File: src/rtl/wdm_pkg.sv
// Shared types for the WDM microring tuning controllers.
package wdm_pkg;

    typedef enum logic [3:0] {
        ST_IDLE    = 4'd0,
        ST_SET     = 4'd1,
        ST_SETTLE  = 4'd2,
        ST_REQ     = 4'd3,
        ST_WAIT    = 4'd4,
        ST_EVAL    = 4'd5,
        ST_NEXT_CH = 4'd6,
        ST_PARK    = 4'd7,
        ST_DONE    = 4'd8
    } sweep_state_e;

    typedef enum logic {
        SWEEP_MODE_MIN_THRU = 1'b0,
        SWEEP_MODE_MAX_DROP = 1'b1
    } sweep_mode_e;

endpackage

File: src/rtl/tuner_peak_track.sv
// Tracks the best (code, power) pair of the channel being swept; ties keep the earliest code.
module tuner_peak_track
    import wdm_pkg::*;
#(
    parameter int unsigned DAC_WIDTH = 8,
    parameter int unsigned ADC_WIDTH = 8
) (
    input  logic                 i_clk,
    input  logic                 i_rst_n,
    input  logic                 i_upd,
    input  logic                 i_first,
    input  logic                 i_mode,
    input  logic [DAC_WIDTH-1:0] i_code,
    input  logic [ADC_WIDTH-1:0] i_pwr,
    output logic [DAC_WIDTH-1:0] o_best_code,
    output logic [ADC_WIDTH-1:0] o_best_pwr
);

    logic [DAC_WIDTH-1:0] code_q;
    logic [ADC_WIDTH-1:0] pwr_q;
    logic                 better_c;

    // Strict comparison so an equal later sample never displaces the record.
    always_comb begin
        better_c = 1'b0;
        if (i_mode == SWEEP_MODE_MAX_DROP) begin
            better_c = (i_pwr > pwr_q);
        end else begin
            better_c = (i_pwr < pwr_q);
        end
    end

    always_ff @(posedge i_clk or negedge i_rst_n) begin
        if (!i_rst_n) begin
            code_q <= '0;
            pwr_q  <= '0;
        end else if (i_upd && (i_first || better_c)) begin
            code_q <= i_code;
            pwr_q  <= i_pwr;
        end
    end

    assign o_best_code = code_q;
    assign o_best_pwr  = pwr_q;

endmodule

File: src/rtl/tuner_sweep_ctrl.sv
// Sweeps microring tuning codes per masked channel and parks each at its best detected power.
// Optional TUNER_SWEEP_TIMEOUT_EN adds a per-point response timeout with sticky o_err_timeout.
module tuner_sweep_ctrl
    import wdm_pkg::*;
#(
    parameter int unsigned NUM_CH        = 4,
    parameter int unsigned DAC_WIDTH     = 8,
    parameter int unsigned ADC_WIDTH     = 8,
    parameter int unsigned SETTLE_CYCLES = 4
`ifdef TUNER_SWEEP_TIMEOUT_EN
    ,
    parameter int unsigned TIMEOUT_CYCLES = 64
`endif
) (
    input  logic                          i_clk,
    input  logic                          i_rst_n,
    input  logic                          i_start,
    input  logic                          i_abort,
    input  logic [NUM_CH-1:0]             i_ch_mask,
    input  logic                          i_mode,
    input  logic [DAC_WIDTH-1:0]          i_code_start,
    input  logic [DAC_WIDTH-1:0]          i_code_end,
    input  logic [DAC_WIDTH-1:0]          i_code_step,
    output logic [NUM_CH*DAC_WIDTH-1:0]   o_dac_tune,
    output logic [$clog2(NUM_CH)-1:0]     o_pwr_ch,
    output logic                          o_pwr_read_val,
    input  logic                          i_pwr_read_rdy,
    input  logic                          i_pwr_detect_val,
    output logic                          o_pwr_detect_rdy,
    input  logic [ADC_WIDTH-1:0]          i_pwr_detected,
    output logic [NUM_CH*DAC_WIDTH-1:0]   o_best_code,
    output logic [NUM_CH*ADC_WIDTH-1:0]   o_best_pwr,
    output logic [NUM_CH-1:0]             o_ch_locked,
    output logic                          o_busy,
    output logic                          o_done
`ifdef TUNER_SWEEP_TIMEOUT_EN
    ,
    output logic                          o_err_timeout
`endif
);

    localparam int unsigned CH_W  = $clog2(NUM_CH);
    localparam int unsigned SET_W = (SETTLE_CYCLES > 1) ? $clog2(SETTLE_CYCLES) : 1;

    sweep_state_e                        state_q, state_d;
    logic [CH_W-1:0]                     ch_q, ch_d;
    logic [DAC_WIDTH-1:0]                code_q, code_d;
    logic [DAC_WIDTH-1:0]                start_q, start_d, end_q, end_d, step_q, step_d;
    logic                                mode_q, mode_d;
    logic [NUM_CH-1:0]                   mask_q, mask_d;
    logic                                first_q, first_d;
    logic [SET_W-1:0]                    settle_q, settle_d;
    logic [ADC_WIDTH-1:0]                pwr_q, pwr_d;
    logic [NUM_CH-1:0][DAC_WIDTH-1:0]    dac_q, dac_d, bcode_q, bcode_d;
    logic [NUM_CH-1:0][ADC_WIDTH-1:0]    bpwr_q, bpwr_d;
    logic [NUM_CH-1:0]                   locked_q, locked_d;
    logic                                busy_q, busy_d, done_q, done_d;
    logic                                rd_val_q, rd_val_d, det_rdy_q, det_rdy_d;

    logic [DAC_WIDTH-1:0]                trk_code;
    logic [ADC_WIDTH-1:0]                trk_pwr;
    logic [CH_W-1:0]                     first_ch_c, nxt_ch_c;
    logic                                nxt_found_c;
    logic [DAC_WIDTH-1:0]                step_eff_c;
    logic [DAC_WIDTH:0]                  sum_c;
    logic                                adv_end_c;
    logic                                tmo_hit_c;
    logic                                adv_go, skip_go;

`ifdef TUNER_SWEEP_TIMEOUT_EN
    localparam int unsigned TMO_W = (TIMEOUT_CYCLES > 1) ? $clog2(TIMEOUT_CYCLES) : 1;
    logic [TMO_W-1:0] tmo_q, tmo_d;
    logic             err_q, err_d;

    assign tmo_hit_c     = ((state_q == ST_REQ) || (state_q == ST_WAIT)) &&
                           (tmo_q == TMO_W'(TIMEOUT_CYCLES - 1));
    assign o_err_timeout = err_q;
`else
    assign tmo_hit_c = 1'b0;
`endif

    tuner_peak_track #(
        .DAC_WIDTH (DAC_WIDTH),
        .ADC_WIDTH (ADC_WIDTH)
    ) u_peak_track (
        .i_clk       (i_clk),
        .i_rst_n     (i_rst_n),
        .i_upd       (state_q == ST_EVAL),
        .i_first     (first_q),
        .i_mode      (mode_q),
        .i_code      (code_q),
        .i_pwr       (pwr_q),
        .o_best_code (trk_code),
        .o_best_pwr  (trk_pwr)
    );

    // Lowest requested channel and next higher latched channel; later (lower) hits win.
    always_comb begin
        first_ch_c  = '0;
        nxt_ch_c    = '0;
        nxt_found_c = 1'b0;
        for (int i = NUM_CH - 1; i >= 0; i--) begin
            if (i_ch_mask[i]) begin
                first_ch_c = CH_W'(i);
            end
            if (mask_q[i] && (i > int'(ch_q))) begin
                nxt_ch_c    = CH_W'(i);
                nxt_found_c = 1'b1;
            end
        end
    end

    // The extra sum bit makes a step past full scale end the channel instead of wrapping.
    assign step_eff_c = (step_q == '0) ? DAC_WIDTH'(1) : step_q;
    assign sum_c      = {1'b0, code_q} + {1'b0, step_eff_c};
    assign adv_end_c  = sum_c[DAC_WIDTH] || (sum_c > {1'b0, end_q});

    always_comb begin
        state_d  = state_q;
        ch_d     = ch_q;
        code_d   = code_q;
        start_d  = start_q;
        end_d    = end_q;
        step_d   = step_q;
        mode_d   = mode_q;
        mask_d   = mask_q;
        first_d  = first_q;
        settle_d = settle_q;
        pwr_d    = pwr_q;
        dac_d    = dac_q;
        bcode_d  = bcode_q;
        bpwr_d   = bpwr_q;
        locked_d = locked_q;
        adv_go   = 1'b0;
        skip_go  = 1'b0;
`ifdef TUNER_SWEEP_TIMEOUT_EN
        err_d = err_q;
        tmo_d = ((state_q == ST_REQ) || (state_q == ST_WAIT)) ? (tmo_q + TMO_W'(1)) : '0;
`endif
        if (i_abort) begin
            state_d = ST_IDLE;
        end else begin
            case (state_q)
                ST_IDLE: begin
                    if (i_start) begin
                        start_d  = i_code_start;
                        end_d    = i_code_end;
                        step_d   = i_code_step;
                        mode_d   = i_mode;
                        mask_d   = i_ch_mask;
                        locked_d = locked_q & ~i_ch_mask;
                        ch_d     = first_ch_c;
                        code_d   = i_code_start;
                        first_d  = 1'b1;
                        state_d  = (i_ch_mask == '0) ? ST_DONE : ST_SET;
`ifdef TUNER_SWEEP_TIMEOUT_EN
                        err_d = 1'b0;
`endif
                    end
                end
                ST_SET: begin
                    dac_d[ch_q] = code_q;
                    settle_d    = SET_W'(SETTLE_CYCLES - 1);
                    state_d     = ST_SETTLE;
                end
                ST_SETTLE: begin
                    if (settle_q == '0) begin
                        state_d = ST_REQ;
                    end else begin
                        settle_d = settle_q - SET_W'(1);
                    end
                end
                ST_REQ: begin
                    if (i_pwr_read_rdy) begin
                        state_d = ST_WAIT;
                    end else if (tmo_hit_c) begin
                        skip_go = 1'b1;
                    end
                end
                ST_WAIT: begin
                    if (i_pwr_detect_val) begin
                        pwr_d   = i_pwr_detected;
                        state_d = ST_EVAL;
                    end else if (tmo_hit_c) begin
                        skip_go = 1'b1;
                    end
                end
                ST_EVAL: begin
                    first_d = 1'b0;
                    adv_go  = 1'b1;
                end
                ST_PARK: begin
                    dac_d[ch_q]    = trk_code;
                    bcode_d[ch_q]  = trk_code;
                    bpwr_d[ch_q]   = trk_pwr;
                    locked_d[ch_q] = 1'b1;
                    state_d        = ST_NEXT_CH;
                end
                ST_NEXT_CH: begin
                    if (nxt_found_c) begin
                        ch_d    = nxt_ch_c;
                        code_d  = start_q;
                        first_d = 1'b1;
                        state_d = ST_SET;
                    end else begin
                        state_d = ST_DONE;
                    end
                end
                ST_DONE: state_d = ST_IDLE;
                default: state_d = ST_IDLE;
            endcase

            // A timed-out point advances like a measured one but leaves the record alone.
            if (adv_go || skip_go) begin
                if (adv_end_c) begin
                    state_d = ST_PARK;
                end else begin
                    code_d  = sum_c[DAC_WIDTH-1:0];
                    state_d = ST_SET;
                end
            end
`ifdef TUNER_SWEEP_TIMEOUT_EN
            if (skip_go) begin
                err_d = 1'b1;
            end
`endif
        end

        busy_d    = (state_d != ST_IDLE);
        done_d    = (state_d == ST_DONE);
        rd_val_d  = (state_d == ST_REQ);
        det_rdy_d = (state_d == ST_WAIT);
    end

    always_ff @(posedge i_clk or negedge i_rst_n) begin
        if (!i_rst_n) begin
            state_q   <= ST_IDLE;
            ch_q      <= '0;
            code_q    <= '0;
            start_q   <= '0;
            end_q     <= '0;
            step_q    <= '0;
            mode_q    <= 1'b0;
            mask_q    <= '0;
            first_q   <= 1'b0;
            settle_q  <= '0;
            pwr_q     <= '0;
            dac_q     <= '0;
            bcode_q   <= '0;
            bpwr_q    <= '0;
            locked_q  <= '0;
            busy_q    <= 1'b0;
            done_q    <= 1'b0;
            rd_val_q  <= 1'b0;
            det_rdy_q <= 1'b0;
`ifdef TUNER_SWEEP_TIMEOUT_EN
            tmo_q     <= '0;
            err_q     <= 1'b0;
`endif
        end else begin
            state_q   <= state_d;
            ch_q      <= ch_d;
            code_q    <= code_d;
            start_q   <= start_d;
            end_q     <= end_d;
            step_q    <= step_d;
            mode_q    <= mode_d;
            mask_q    <= mask_d;
            first_q   <= first_d;
            settle_q  <= settle_d;
            pwr_q     <= pwr_d;
            dac_q     <= dac_d;
            bcode_q   <= bcode_d;
            bpwr_q    <= bpwr_d;
            locked_q  <= locked_d;
            busy_q    <= busy_d;
            done_q    <= done_d;
            rd_val_q  <= rd_val_d;
            det_rdy_q <= det_rdy_d;
`ifdef TUNER_SWEEP_TIMEOUT_EN
            tmo_q     <= tmo_d;
            err_q     <= err_d;
`endif
        end
    end

    assign o_dac_tune       = dac_q;
    assign o_best_code      = bcode_q;
    assign o_best_pwr       = bpwr_q;
    assign o_ch_locked      = locked_q;
    assign o_pwr_ch         = ch_q;
    assign o_busy           = busy_q;
    assign o_done           = done_q;
    assign o_pwr_read_val   = rd_val_q;
    assign o_pwr_detect_rdy = det_rdy_q;

endmodule
File: config.mk
export PLATFORM = sky130hd
export DESIGN_NAME = tuner_sweep_ctrl
export DESIGN_NICKNAME = d
export VERILOG_FILES = /design/src/rtl/wdm_pkg.sv /design/src/rtl/tuner_peak_track.sv /design/src/rtl/tuner_sweep_ctrl.sv
export SDC_FILE = /design/constraint.sdc
export NUM_CORES = 1
export LEC_CHECK = 0
export ABC_AREA = 0
export BUFFER_PORTS_ARGS = -buffer_cell sky130_fd_sc_hd__buf_2
export CAP_MARGIN = 30
export CELL_PAD_IN_SITES_DETAIL_PLACEMENT = 1
export CELL_PAD_IN_SITES_GLOBAL_PLACEMENT = 2
export CORE_ASPECT_RATIO = 0.7
export CORE_MARGIN = 10
export CORE_UTILIZATION = 40
export DETAILED_ROUTE_END_ITERATION = 7
export PLACE_DENSITY_LB_ADDON = 0.1
export SYNTH_ARGS = -nofsm -noshare
export SYNTH_HDL_FRONTEND = slang
export SYNTH_SLANG_ARGS = --single-unit
File: constraint.sdc
create_clock -name i_clk -period 10.98 [get_ports i_clk]
set_clock_uncertainty 0.05 [all_clocks]
set_input_delay 2.196 -clock i_clk [delete_from_list [all_inputs] [get_ports i_clk]]
set_output_delay 2.196 -clock i_clk [all_outputs]
set_load 0.02 [all_outputs]
==> results.md, run 1 <==
* Main flop type after synthesis: dfrtp_1
* Post-Syn Nets at 723
* DRT Wirelength at 22400 µm
* Sequential-to-total area share from yosys stat at 54.9%
* Core Box Area at 19100 µm²
* Post-CTS Hold Fix Bufs at 0
* First-pass GRT wire length at 35700 µm
* Initial antenna violation count at 1
* CP startpoint kind: flop
* Total track usage at 17.6%
* Hold path start: o_dac_tune[12]$_DFFE_PN0P_
* Total Die Area at 25800 µm²
* Static leakage at 4.93 nW
* Critical path capture point type: flop
* Reg2reg start: step_q[1]$_DFFE_PN0P_
* Synthesized cell area at 7890 µm²
* EDFF count, synth at 0
* Post-CTS setup buffers at 0
* Tightest Pin Transition at 0.824 ns
* CTS root buf: clkbuf_16
* Synthesized area per cell at 12.1 µm²
* Crit Path Max Fanout at 5
* Clk slew on worst S/H paths at 0.07 ns
* Largest net degree at the start of global routing at 90
* Critical Path Start: step_q[1]$_DFFE_PN0P_
* Fin crit period at 4.16 ns
* H-tree levels at 4
* RSZ-0062 raised after global routing: false
* Routed Antenna Nets at 0
* Status: complete, no violations
* Hpwl dp at 16900 µm
* Fin. max-slew vios at 0
* GPL Wtd Cong at 0.784
* Fraction of layout cells with a size suffix above 1 at 39.0%
* Clock Path Buffers at 2
* Grt ovf at 0
* Final Util at 49.8%
* Die X at 188 µm
* Final cell count without fillers at 1076
* First drt pass iteration count at 4
* Die Height at 137 µm
* Vias in the first global route at 6139
* Pwr Density at 186 nW/µm²
* Number of fill cells at 2056
* Setup violators final at 0
* Wirelength per Cell at 20.8 µm
* Layout area overhead at 20.7%
* I/O pins at 149
* Synth unique cells at 62
* Total negative slack at 0 ns
* VDD IR max at 0.0738 mV
* Clock tree sinks at 173
* Maxcap violations at 0
* CTS tree: built
* PortBufs at 148
* Crit path DAT at 4.44 ns
* Num CTS Buffers at 17
* Initial DRC Count at 327
* Highest clock rate at 240 MHz
* Vias per cell at 5.20
* Post-route DRC violation count at 0
* Post-cts sizing count at 0
* Final Hold Fails at 0
* Placed Cells at 1043
* Final setup margin at 6.82 ns
* Critical path class: flop to flop
* Yosys warns at 0
* Place WS at 6.70 ns
* Post-Syn Instances at 654
* Nets at 867
* Max-slew headroom at 45.1%
* Row cnt at 42
* Final Cycle Share at 37.9%
* Clock Latency Late Sink at 0.44 ns
* Required time of the critical path at 11.26 ns
* Hold Crit Class: flop to flop
* Initial Util at 41.2%
* Total number of vias at 5593
* Yosys reg bits at 173
* FFs w/ async S/R, synth at 100%
## critical path, cell delays in order, from the launching register on
cell	delay, ns
dfrtp_1	0.43
nor3_1	0.08
a21o_1	0.19
ha_1	0.23
fa_1	0.44
a211oi_1	0.35
o21bai_1	0.12
a21oi_1	0.19
xor2_1	0.23
inv_1	0.08
ha_1	0.30
and3_1	0.18
and3_1	0.18
a211oi_1	0.46
nor3_1	0.21
a221oi_1	0.33
## per-layer routing
metal | global-route usage [%] | up-vias | routed length, µm
li1 | - | 2615 | -
met1 | 23.3 | 2850 | 10900
met2 | 28.3 | 113 | 10400
met3 | 4.29 | 15 | 898
met4 | 4.92 | 0 | 165
met5 | 0 | - | 0
## power by group
group	internal (W)	total [W]	switching (W)	leakage, nW
logic	0.000160	0.000397	0.000237	2.34
clock network	0.000309	0.000596	0.000287	0.282
registers	0.000708	0.000776	0.0000674	2.31
total	0.00118	0.00177	0.000591	4.93
## cell usage after synthesis (all sizes together), types with 8 or more instances
| library cell | n | area, µm² |
|---|---|---|
| nor3 | 10 | 60.1 |
| buf | 15 | 90.1 |
| mux2i | 9 | 90.1 |
| inv | 32 | 120 |
| nor2 | 26 | 105 |
| dfrtp | 173 | 4330 |
| nand2 | 54 | 203 |
| nor2b | 14 | 87.6 |
| nand3 | 8 | 45.0 |
| clkbuf | 15 | 56.3 |
| a21oi | 21 | 105 |
| mux2 | 115 | 1290 |
| o21ai | 48 | 240 |
| ha | 25 | 313 |
| a22o | 8 | 70.1 |
## sequential cells by signal, indices dropped and copies added, names as in the netlist
register	flops
o_pwr_ch	2
first_q	1
o_busy	1
start_q	8
u_peak_track.o_best_code	8
settle_q	2
step_q	8
mode_q	1
o_dac_tune	32
u_peak_track.o_best_pwr	8
o_pwr_read_val	1
o_ch_locked	4
pwr_q	8
end_q	8
state_q	4
o_best_code	32
code_q	8
mask_q	3
o_pwr_detect_rdy	1
o_done	1
o_best_pwr	32
## kinds of logic after synthesis
kind of cell	synth area share (%)
AND/OR/NAND/NOR	9.39
adder cells (fa/ha/maj)	4.22
XOR/XNOR	0.444
multiplexers	17.6
AO/OA/AOI/OAI	10.1
flip-flops	54.9
buffers and inverters	3.38
## layout by cell type, fill, tap and decap left out, types with 3 or more instances in the layout
cell type / Yosys / routed
a221oi_1: 6 / 6
dfrtp_1: 173 / 173
nor4_1: 3 / 3
nand2b_1: 4 / 4
nor2_1: 25 / 25
buf_4: 4 / 3
nand3_1: 7 / 7
a22o_1: 8 / 8
o21a_1: 4 / 4
nand2_1: 54 / 54
a21oi_1: 21 / 21
nor2b_1: 14 / 14
inv_1: 32 / 32
nor3_1: 8 / 8
and2_1: 3 / 3
and3_1: 3 / 3
mux2_2: 115 / 115
o21bai_1: 7 / 7
clkinv_4: 0 / 4
ha_1: 25 / 25
mux2i_1: 9 / 9
inv_8: 0 / 5
clkbuf_16: 0 / 17
a21o_1: 5 / 5
o21ai_0: 48 / 48
buf_2: 9 / 147
a211oi_1: 5 / 5
## layout make-up
| cell class | instances | area [µm²] | share of cell area [%] |
|---|---|---|---|
| Multi-Input combinational cell | 419 | 3310 | 34.8 |
| Sequential cell | 173 | 4330 | 45.5 |
| Antenna cell | 1 | 2.50 | 0.0263 |
| Inverter | 32 | 120 | 1.26 |
| Timing Repair Buffer | 155 | 838 | 8.81 |
| Tap cell | 264 | 330 | 3.47 |
| Clock inverter | 14 | 148 | 1.55 |
| Clock buffer | 18 | 439 | 4.61 |
## per-stage QoR
| step | total power [W] | cell area [µm²] | hold WS [ns] |
|---|---|---|---|
| 2_1_floorplan | 0.00103 | 7890 | 0.410 |
| 3_3_place_gp | 0.00116 | 8860 | 0.406 |
| 3_5_place_dp | 0.00119 | 8930 | 0.417 |
| 4_1_cts | 0.00179 | 9520 | 0.433 |
| 5_1_grt | 0.00187 | 9520 | 0.466 |
| 6_report | 0.00177 | 9520 | 0.427 |
## worst paths after layout
| path | slack [ns] | endpoint | depth (start not counted) |
|---|---|---|---|
| setup / recovery | 6.82 | code_q[0]$_DFFE_PN0N_ | 15 |
| hold / removal | 0.43 | o_dac_tune[12]$_DFFE_PN0P_ | 2 |
| setup reg to reg | 6.82 | code_q[0]$_DFFE_PN0N_ | 15 |
| hold reg to reg | 0.43 | o_dac_tune[12]$_DFFE_PN0P_ | 2 |
| max in group asynchronous | 7.83 | o_best_code[13]$_DFFE_PN0P_ | 3 |
| min in group asynchronous | 1.75 | settle_q[1]$_DFFE_PN0P_ | 1 |
Power figures use the tool's default switching activity.
==> run 2: changes to the inputs <==
Settings changed: ABC_AREA 0 to 1, CORE_UTILIZATION 40 to 30.
Clock period 10.98 ns to 3.6 ns, I/O delays scaled along.
==> run 2 against run 1 <==
Via count grew 17%. Synthesized cell count grew 39%. First-iteration DRC count shrank 7.0%. Power grew to 3.4 times the previous value. Register-to-register slack lost 6.5 ns. Largest cell class unchanged. Final area grew 1.1%. Critical path depth increased by 4. Count of clock-buffer cells in the layout increased by 3. Highest routed layer unchanged.
==> results.md, run 2 <==
* DRT Wirelength at 25900 µm
* Crit path DAT at 3.56 ns
* Pwr Density at 633 nW/µm²
* Required time of the critical path at 3.87 ns
* Sequential-to-total area share from yosys stat at 54.9%
* Clk slew on worst S/H paths at 0.07 ns
* GR Util met1 at 23.8%
* Area of placed instances at 9050 µm²
* Tightest Pin Transition at 0.789 ns
* GR Util met2 at 23.2%
* Max-slew headroom at 46.9%
* Nets at 1128
* Initial antenna violation count at 1
* Hold Crit Class: input port to asynchronous set/reset pin
* Worst reg2reg path endpoint: o_pwr_read_val$_DFF_PN0_
* Most frequent cell after synthesis: nand2_1
* Total negative slack at 0 ns
* PortBufs at 148
* Commonest cells post-synth: nand2_1 (313), dfrtp_1 (173), o21ai_0 (78)
* GPL Wtd Cong at 0.779
* Commonest non-fill, non-tap cell in the layout: nand2_1
* Setup violators final at 0
* Area leader, netlist: dfrtp_1
* Share of the synthesized area in the top cell type at 54.9%
* Post-CTS setup buffers at 0
* Fraction of layout cells with a size suffix above 1 at 21.3%
* Total number of vias at 6544
* Final Util at 37.3%
* Synth unique cells at 36
* Clock tree sinks at 173
* Routed Antenna Nets at 0
* Synthesized area per cell at 8.65 µm²
* Fin crit period at 3.29 ns
* Largest net degree at the start of global routing at 59
* First-pass GRT wire length at 41200 µm
* Most used routing layer: met1
* Hpwl dp at 19500 µm
* EDFF count, synth at 0
* Reg2reg start: step_q[1]$_DFFE_PN0P_
* Critical path class: flop to flop
* Static leakage at 5.06 nW
* Total track usage at 16.1%
* Die Height at 156 µm
* Die X at 214 µm
* Post-route cell area at 9630 µm²
* FFs w/ async S/R, synth at 100%
* Fin. max-slew vios at 0
* VDD IR max at 0.355 mV
* Post-Syn Instances at 912
* Row cnt at 49
* Synthesized cell area at 7890 µm²
* First drt pass iteration count at 4
* I/O pins at 149
* Place WS at 0.267 ns
* Num CTS Buffers at 17
* Highest clock rate at 304 MHz
* Post-route DRC violation count at 0
* Grt ovf at 0
* Clock Path Buffers at 2
* Initial Util at 30.6%
* Commonest non-fill, non-tap cells in the layout: nand2_1 (313), dfrtp_1 (173), buf_2 (147), o21ai_0 (78), inv_1 (70)
* Maxcap violations at 0
* Final Cycle Share at 91.4%
* Yosys reg bits at 173
* Synth top area cells: dfrtp_1 (55%), nand2_1 (15%), o21ai_0 (4.9%)
* Vias in the first global route at 6707
* CP startpoint kind: flop
* Core Box Area at 25800 µm²
* Status: complete, no violations
* Clock Latency Late Sink at 0.44 ns
* Total Die Area at 33300 µm²
* Critical path capture point type: flop
* Final setup margin at 0.309 ns
* H-tree levels at 4
* Crit Path Max Fanout at 12
* Initial DRC Count at 304
* Reg2Reg Setup Slack at 0.31 ns
* Yosys warns at 0
* Vias per cell at 4.58
* CTS tree: built
* Layout area overhead at 22.0%
* GRT met3 Usage at 3.85%
* CTS root buf: clkbuf_16
* Main flop type after synthesis: dfrtp_1
* Reg2Reg Depth at 19
* Wirelength per Cell at 18.1 µm
* Final Hold Fails at 0
* Power, Total at 0.00609 W
* Post-Syn Nets at 981
[run 2: what timing repair did]
action	4_1_cts	5_1_grt
endpoints found under the setup margin	0	10
resized for setup	0	3
hold buffers	0	0
[run 2: power breakdown]
| group | switching (W) | internal, W |
|---|---|---|
| sequential | 0.000228 | 0.00225 |
| combinational | 0.00118 | 0.000618 |
| clock | 0.000791 | 0.00102 |
| total | 0.00220 | 0.00389 |
[run 2: worst max-delay path by stage]
| stage | from | endpoint | slack [ns] | depth (start not counted) |
|---|---|---|---|---|
| after floorplan | step_q[1]$_DFFE_PN0P_ | o_busy$_DFF_PN0_ | 0.74 | 19 |
| after global placement | step_q[1]$_DFFE_PN0P_ | code_q[3]$_DFFE_PN0N_ | 0.28 | 17 |
| after detailed placement | step_q[1]$_DFFE_PN0P_ | code_q[5]$_DFFE_PN0N_ | 0.27 | 17 |
| after CTS | step_q[1]$_DFFE_PN0P_ | code_q[3]$_DFFE_PN0N_ | 0.25 | 17 |
| after global routing | step_q[1]$_DFFE_PN0P_ | o_busy$_DFF_PN0_ | -0.02 | 18 |
| final | step_q[1]$_DFFE_PN0P_ | o_pwr_read_val$_DFF_PN0_ | 0.31 | 19 |
[run 2: worst max-delay path: stages (launching register included)]
cell and delay (ns):
dfrtp_1 0.42, nor4_2 0.07, a21o_1 0.16, ha_1 0.20, fa_1 0.41, nand3_1 0.11, nand2_1 0.11, xor2_2 0.18
ha_1 0.32, nand2_1 0.08, nor2_1 0.14, nand2_1 0.07, nand3_1 0.06, nand2_1 0.05, nand2_1 0.05, nand2_1 0.05
nand2_2 0.26, nand3_1 0.19, nand2_1 0.12, nor2_1 0.05
[run 2: stage by stage]
step	std cells	hold slack, ns
after detailed placement	1397	0.410
final	1430	0.208
after global routing	1429	0.233
after CTS	1429	0.217
after floorplan	912	0.374
after global placement	1397	0.405
[run 2: final cells by class]
cell class | count | area (µm²)
Antenna cell | 1 | 2.50
Clock buffer | 21 | 440
Clock inverter | 11 | 118
Fill cell | 3092 | 16200
Inverter | 76 | 285
Multi-Input combinational cell | 628 | 3120
Sequential cell | 173 | 4330
Tap cell | 357 | 447
Timing Repair Buffer | 163 | 885
[run 2: cells by family (layout without fill, tap and decap cells)]
kind of cell,Yosys count,count (layout),synth area share [%]
AOI/OAI and AO/OA,168,168,11.0
and+or+nand+nor,422,422,22.5
DFF,173,173,54.9
adders and majority gates,26,26,4.22
xor gates and xnor gates,5,5,0.555
other,0,1,0
muxes,7,7,0.999
buffers and inverters,111,271,5.83
[run 2: per-layer routing]
| metal | share of wire [%] | up-vias | routed length, µm |
|---|---|---|---|
| met1 | 52 | 3177 | 13400 |
| met5 | 0 | - | 0 |
| met3 | 4.7 | 14 | 1220 |
| met4 | 0.78 | 0 | 202 |
| li1 | - | 3248 | - |
| met2 | 43 | 105 | 11100 |
